===== src/rtl/ascii_num_parser_pkg.sv =====
// Shared constants, FSM state type and radix helper for the ASCII number parser.
package ascii_num_parser_pkg;

  localparam logic [1:0] RADIX_DEC     = 2'b00;
  localparam logic [1:0] RADIX_HEX     = 2'b01;
  localparam logic [1:0] RADIX_BIN     = 2'b10;
  localparam logic [1:0] RADIX_DEC_ALT = 2'b11;

  localparam logic [7:0] CH_SPACE = 8'h20;
  localparam logic [7:0] CH_LF    = 8'h0A;
  localparam logic [7:0] CH_CR    = 8'h0D;
  localparam logic [7:0] CH_MINUS = 8'h2D;

  typedef enum logic [1:0] {
    IDLE  = 2'd0,
    ACCUM = 2'd1,
    SKIP  = 2'd2,
    DONE  = 2'd3
  } state_t;

  function automatic logic [4:0] radix_base(input logic [1:0] r);
    case (r)
      RADIX_HEX:                radix_base = 5'd16;
      RADIX_BIN:                radix_base = 5'd2;
      RADIX_DEC, RADIX_DEC_ALT: radix_base = 5'd10;
      default:                  radix_base = 5'd10;
    endcase
  endfunction

endpackage


===== src/rtl/ascii_digit_decode.sv =====
// Combinational character classifier: digit value, legality for the radix, terminator flag.
module ascii_digit_decode
  import ascii_num_parser_pkg::*;
(
  input  logic [7:0] i_char,
  input  logic [1:0] i_radix,
  output logic [3:0] o_digit_c,
  output logic       o_legal_c,
  output logic       o_term_c
);

  logic w_is_num;
  logic w_is_upper;
  logic w_is_lower;
  logic w_is_bin;

  assign w_is_num   = (i_char >= 8'h30) && (i_char <= 8'h39);
  assign w_is_upper = (i_char >= 8'h41) && (i_char <= 8'h46);
  assign w_is_lower = (i_char >= 8'h61) && (i_char <= 8'h66);
  assign w_is_bin   = (i_char == 8'h30) || (i_char == 8'h31);

  always_comb begin
    o_digit_c = 4'd0;
    o_legal_c = 1'b0;
    if (w_is_num)        o_digit_c = 4'(i_char - 8'h30);
    else if (w_is_upper) o_digit_c = 4'(i_char - 8'h37);
    else if (w_is_lower) o_digit_c = 4'(i_char - 8'h57);
    case (i_radix)
      RADIX_HEX: o_legal_c = w_is_num | w_is_upper | w_is_lower;
      RADIX_BIN: o_legal_c = w_is_bin;
      default:   o_legal_c = w_is_num;
    endcase
  end

  assign o_term_c = (i_char == CH_SPACE) || (i_char == CH_LF) || (i_char == CH_CR);

endmodule


===== src/rtl/ascii_num_parser.sv =====
// Streaming ASCII integer parser (decimal/hex/binary) with saturation and error reporting.
// Define ASCII_NUM_PARSER_SIGN_EN to accept a leading '-' and produce two's-complement results.
module ascii_num_parser
  import ascii_num_parser_pkg::*;
#(
  parameter int unsigned DATA_W = 8
) (
  input  logic              clk,
  input  logic              rst,
  input  logic              in_valid,
  output logic              in_ready,
  input  logic [7:0]        in_char,
  input  logic [1:0]        radix,
  output logic              out_valid,
  input  logic              out_ready,
  output logic [DATA_W-1:0] out_value,
  output logic              out_error,
  output logic              out_overflow
);

  localparam int unsigned CALC_W = DATA_W + 5;

  state_t              r_state;
  state_t              w_state_nxt;
  logic [DATA_W-1:0]   r_acc;
  logic                r_err;
  logic                r_ovf;
  logic [1:0]          r_radix;
  logic                r_in_ready;
  logic                r_out_valid;
  logic [DATA_W-1:0]   r_out_value;
  logic                r_out_error;
  logic                r_out_overflow;

  logic [1:0]          w_radix_eff;
  logic [3:0]          w_digit;
  logic                w_legal;
  logic                w_term;
  logic                w_xfer;
  logic                w_minus_ok;
  logic                w_done_entry;
  logic [CALC_W-1:0]   w_acc_base;
  logic [CALC_W-1:0]   w_prod;
  logic [CALC_W-1:0]   w_limit;
  logic [DATA_W-1:0]   w_acc_nxt;
  logic                w_ovf_nxt;
  logic [DATA_W-1:0]   w_result;
  logic                w_in_ready_nxt;
  logic                w_out_valid_nxt;

  // First digit of a token is classified with the live radix, the rest with the latched one.
  assign w_radix_eff = (r_state == IDLE) ? radix : r_radix;

  ascii_digit_decode u_decode (
    .i_char    (in_char),
    .i_radix   (w_radix_eff),
    .o_digit_c (w_digit),
    .o_legal_c (w_legal),
    .o_term_c  (w_term)
  );

  assign w_xfer     = in_valid & r_in_ready;
  assign w_acc_base = (r_state == IDLE) ? '0 : CALC_W'(r_acc);
  assign w_prod     = w_acc_base * CALC_W'(radix_base(w_radix_eff)) + CALC_W'(w_digit);

`ifdef ASCII_NUM_PARSER_SIGN_EN
  logic r_neg;

  assign w_minus_ok = (r_state == IDLE) && (in_char == CH_MINUS) && !r_neg;
  assign w_limit    = r_neg ? (CALC_W'(1) << (DATA_W - 1))
                            : (CALC_W'(1) << (DATA_W - 1)) - CALC_W'(1);
  assign w_result   = r_neg ? (DATA_W'(0) - r_acc) : r_acc;

  always_ff @(posedge clk) begin
    if (rst)                                  r_neg <= 1'b0;
    else if ((r_state == DONE) && out_ready)  r_neg <= 1'b0;
    else if (w_xfer && w_minus_ok)            r_neg <= 1'b1;
  end
`else
  assign w_minus_ok = 1'b0;
  assign w_limit    = CALC_W'({DATA_W{1'b1}});
  assign w_result   = r_acc;
`endif

  // Saturating accumulate; once overflowed the value is pinned at the limit.
  always_comb begin
    w_acc_nxt = DATA_W'(w_prod);
    w_ovf_nxt = r_ovf;
    if (r_ovf || (w_prod > w_limit)) begin
      w_acc_nxt = DATA_W'(w_limit);
      w_ovf_nxt = 1'b1;
    end
  end

  always_ff @(posedge clk) begin
    if (rst) r_state <= IDLE;
    else     r_state <= w_state_nxt;
  end

  always_comb begin
    w_state_nxt = r_state;
    case (r_state)
      IDLE:  if (w_xfer && !w_term && !w_minus_ok) w_state_nxt = w_legal ? ACCUM : SKIP;
      ACCUM: if (w_xfer) begin
               if (w_term)        w_state_nxt = DONE;
               else if (!w_legal) w_state_nxt = SKIP;
             end
      SKIP:  if (w_xfer && w_term) w_state_nxt = DONE;
      DONE:  if (out_ready)        w_state_nxt = IDLE;
      default:                     w_state_nxt = IDLE;
    endcase
  end

  always_comb begin
    w_in_ready_nxt  = 1'b1;
    w_out_valid_nxt = 1'b0;
    if (w_state_nxt == DONE) begin
      w_in_ready_nxt  = 1'b0;
      w_out_valid_nxt = 1'b1;
    end
  end

  assign w_done_entry = (r_state != DONE) && (w_state_nxt == DONE);

  always_ff @(posedge clk) begin
    if (rst) begin
      r_acc          <= '0;
      r_err          <= 1'b0;
      r_ovf          <= 1'b0;
      r_radix        <= RADIX_DEC;
      r_in_ready     <= 1'b1;
      r_out_valid    <= 1'b0;
      r_out_value    <= '0;
      r_out_error    <= 1'b0;
      r_out_overflow <= 1'b0;
    end else begin
      r_in_ready  <= w_in_ready_nxt;
      r_out_valid <= w_out_valid_nxt;
      case (r_state)
        IDLE: if (w_xfer && !w_term) begin
                if (w_legal) begin
                  r_radix <= radix;
                  r_acc   <= w_acc_nxt;
                  r_ovf   <= w_ovf_nxt;
                end else if (!w_minus_ok) begin
                  r_err <= 1'b1;
                end
              end
        ACCUM: if (w_xfer && !w_term) begin
                 if (w_legal) begin
                   r_acc <= w_acc_nxt;
                   r_ovf <= w_ovf_nxt;
                 end else begin
                   r_err <= 1'b1;
                 end
               end
        DONE: if (out_ready) begin
                r_acc          <= '0;
                r_err          <= 1'b0;
                r_ovf          <= 1'b0;
                r_radix        <= RADIX_DEC;
                r_out_value    <= '0;
                r_out_error    <= 1'b0;
                r_out_overflow <= 1'b0;
              end
        default: ;
      endcase
      // An errored token reports zero value and no overflow.
      if (w_done_entry) begin
        r_out_value    <= r_err ? '0 : w_result;
        r_out_error    <= r_err;
        r_out_overflow <= r_ovf & ~r_err;
      end
    end
  end

  assign in_ready     = r_in_ready;
  assign out_valid    = r_out_valid;
  assign out_value    = r_out_value;
  assign out_error    = r_out_error;
  assign out_overflow = r_out_overflow;

endmodule

===== config.mk =====
export PLATFORM = sky130hd
export DESIGN_NAME = ascii_num_parser
export DESIGN_NICKNAME = d
export VERILOG_FILES = /design/src/rtl/ascii_num_parser_pkg.sv /design/src/rtl/ascii_digit_decode.sv /design/src/rtl/ascii_num_parser.sv
export SDC_FILE = /design/constraint.sdc
export NUM_CORES = 1
export LEC_CHECK = 0
export BUFFER_PORTS_ARGS = -buffer_cell sky130_fd_sc_hd__clkbuf_2
export CAP_MARGIN = 30
export CORE_MARGIN = 2
export CORE_UTILIZATION = 45
export CTS_CLUSTER_SIZE = 14
export DETAILED_ROUTE_END_ITERATION = 7
export GPL_TIMING_DRIVEN = 0
export PLACE_DENSITY = 0.68
export SLEW_MARGIN = 20
export SYNTH_ARGS = -nofsm -noshare
export SYNTH_HDL_FRONTEND = slang
export SYNTH_SLANG_ARGS = --single-unit

===== constraint.sdc =====
create_clock -name clk -period 15.2 [get_ports clk]
set_clock_uncertainty 0.05 [all_clocks]
set_input_delay 3.04 -clock clk [delete_from_list [all_inputs] [get_ports clk]]
set_output_delay 3.04 -clock clk [all_outputs]
set_load 0.01 [all_outputs]

==> metrics.md <==
| Metric | Value |
|---|---|
| First-iteration detailed-routing DRC count | 100 |
| Wire per inst | 13.5 um |
| PD cells | 52.6 nW/um2 |
| Seq pwr share | 0.492 |
| GRT Total Usage | 0.174 |
| IO Port Bufs | 23 |
| Crit path depth | 18 |
| Filler instances | 516 |
| First-pass GRT wire length | 8720 um |
| Maximum clock path buffer count | 2 |
| Internal power | 102 uW |
| EDFF count, synth | 0 |
| DR vias | 2067 |
| Setup tns final | 0 ns |
| RSZ-0062 raised after global routing | no |
| Count of final hold-check violations | 0 |
| Most common cell on crit path | ha_1 |
| Worst slew margin | 0.520 |
| # diodes | 0 |
| Worst skew pair latency | 0.27 ns |
| DP Cell Count | 369 |
| Footprint of the multi-input gates | 1780 um2 |
| Max-cap check violation count | 0 |
| Drc violations | 0 |
| Synth unique cells | 53 |
| Nets | 363 |
| Worst EP arrival | 7.41 ns |
| Synth top area cells | dfxtp_1, ha_1, fa_1, and3_1, inv_1 |
| Remaining antenna violation count | 0 |
| Minimum clock period | 7.31 ns |
| Worst path bufs/invs | 2 |
| GPL Wtd Cong | 0.804 |
| DP HPWL | 4050 um |
| Net Count, Synth | 335 |
| Net Sw Power | 40.0 uW |
| Startpoint types | input port |
| Core Area | 5170 um2 |
| Site row count | 26 |
| Crit path kind | in2reg |
| Vias in the first global route | 1957 |
| Initial antenna violation count | 0 |
| Setup Buffers After CTS | 0 |
| Root Buffer | clkbuf_8 |
| Status | finished, final reports clean |
| Syn Inst Count | 276 |
| Part of the Yosys area used for sequential elements | 0.214 |
| Worst Hold Depth | 2 |
| Final Cycle Share | 0.481 |
| Worst EP required | 15.30 ns |
| Layout cells sized above 1 | 0.142 |
| Seq. cell area | 520 um2 |
| CP peak stage delay | 0.49 ns |
| CTS sink count | 26 |
| H-tree levels | 1 |
| Drt total wl | 5030 um |
| Slowest-stage cell, CP | o31ai_4 |
| Critical-path maximum fanout | 9 |
| CTS clk-pin slew, worst paths | 0.09 ns |
| IO Count | 26 |
| DR pass1 iterations | 4 |
| Via-to-Cell Ratio | 5.54 |
| Synth Warn # | 0 |
| Max frequency | 0.137 GHz |
| Most common library cells after synthesis | ha_1, inv_1, dfxtp_1 |
| Syn_area_per_cell | 8.82 um2 |
| Worst Reg-to-Reg Cells | 19 |
| IR drop worst, VDD | 0.0000483 V |
| Cts bufs inserted | 3 |
| Mapped Area | 2430 um2 |
| Cts repair resizes | 0 |
| Die area | 6010 um2 |
| Combinational Power Share | 0.192 |
| Cell taking the most area after synthesis | dfxtp_1 |
| Clock power share | 0.316 |
| Starting Density | 0.470 |
| Post-route insts no fill | 373 |
| Crit end category | flip-flop |
| CTS Hold Bufs | 0 |
| Largest net degree at the start of global routing | 15 |
| HP Class | reg2reg |
| Power Total | 142 uW |
| Main synth FF type | dfxtp_1 |
| P_leak | 1.45 nW |
| Most frequent cell after synthesis | ha_1 |
| Crit-path leading delay family | adder cells |
| Async S/R FF share, synth | 0 |
| CTS tree | yes |
| Seq cells post-synth | 26 |
| Slew Limit Fails | 0 |
| Die W | 77.5 um |
| Gr ovfl total | 0 |
| Sw Ratio | 0.283 |
| Area grow syn2layout | 10.6% |
| Setup Viol. Count Final | 0 |
| Die extent in y | 77.5 um |
| Share of the synthesized area in the top cell type | 0.214 |
| Worst-path cell chain | clkbuf_2 -> inv_1 -> ha_1 -> or3b_1 -> and4_4 -> o21ai_0 -> nor2_1 -> ha_1 -> ha_1 -> ha_1 -> ha_1 -> fa_1 -> a21o_1 -> a221oi_1 -> xor2_1 -> o311ai_1 -> o31ai_4 -> o21ai_1 |
| Worst slew pin tran | 0.720 ns |
## sequential cells by signal, indices dropped and copies added, names as in the netlist
signal / count
r_err: 1
r_acc: 8
out_valid: 1
out_overflow: 1
r_state: 2
r_radix: 2
out_error: 1
r_ovf: 1
in_ready: 1
out_value: 8
## worst reg2reg max path, cell delays in order (launching register included)
cell	delay (ns)
dfxtp_1	0.31
buf_2	0.20
or2_2	0.16
clkbuf_1	0.32
mux2i_1	0.29
inv_1	0.07
ha_1	0.31
nor2b_1	0.54
and2_1	0.22
ha_1	0.23
ha_1	0.29
ha_1	0.27
ha_1	0.23
fa_1	0.43
a21o_1	0.22
a221oi_1	0.30
xor2_1	0.19
o311ai_1	0.16
o31ai_4	0.49
o21ai_1	0.11
## cell usage in the layout (no fill, tap or decap), types with 6 or more instances in the layout
| cell type | n |
|---|---|
| and3_1 | 20 |
| a21oi_1 | 16 |
| a22o_1 | 10 |
| nor2_1 | 16 |
| nand2_1 | 20 |
| ha_1 | 38 |
| nor3_1 | 7 |
| inv_1 | 27 |
| nand3_1 | 7 |
| clkbuf_2 | 23 |
| a22oi_1 | 9 |
| a21o_1 | 6 |
| fa_1 | 7 |
| dfxtp_1 | 26 |
## power by group through the flow
stage                     clock [mW]  sequential (mW)  combinational [mW]
after floorplan                    0           0.0712              0.0192
after global placement             0           0.0713              0.0263
after detailed placement           0           0.0713              0.0269
after CTS                     0.0448           0.0697              0.0271
after global routing          0.0472           0.0698              0.0302
final                         0.0447           0.0697              0.0272
## through the flow
step | hold WS [ns] | setup WS [ns] | util | cell area (um2)
after floorplan | 0.390 | 8.10 | - | 2430
after global placement | 0.393 | 7.59 | 0.510 | 2640
after detailed placement | 0.405 | 7.57 | 0.510 | 2640
after CTS | 0.418 | 7.86 | 0.520 | 2690
after global routing | 0.450 | 7.44 | 0.520 | 2690
final | 0.412 | 7.89 | 0.520 | 2690
## cell families after synthesis
kind of cell / Yosys count / share of synthesized area
xor+xnor: 6 / 0.0216
fa+ha+maj: 45 / 0.253
simple gates: 98 / 0.239
flops: 26 / 0.214
compound gates: 63 / 0.198
buf+inv: 34 / 0.0566
mux: 4 / 0.0180
## cell type report
cell class,instances,share of cell area
multi-input cells,216,0.660
flip-flops and latches,26,0.193
repair buffers,23,0.0428
inverters,27,0.0377
well taps,70,0.0325
clock buffers,4,0.0205
plain buffers,7,0.0135
## final timing paths
check	slack, ns	to	start
setup / recovery	7.89	r_ovf$_SDFFE_PP0P_	in_char[1]
setup reg to reg	9.68	r_ovf$_SDFFE_PP0P_	r_state[0]$_SDFF_PP0_
hold / removal	0.41	out_error$_SDFFE_PP0P_	out_error$_SDFFE_PP0P_
hold reg to reg	0.41	out_error$_SDFFE_PP0P_	out_error$_SDFFE_PP0P_
## layer usage
metal | up-vias | part of all wire | track usage | wire length [um]
met4 | 0 | 0.012 | 0.0321 | 62
met5 | - | 0 | 0 | 0
met2 | 27 | 0.47 | 0.295 | 2370
met3 | 6 | 0.025 | 0.0267 | 128
li1 | 1053 | - | - | -
met1 | 981 | 0.49 | 0.235 | 2470
Power figures use the tool's default switching activity.
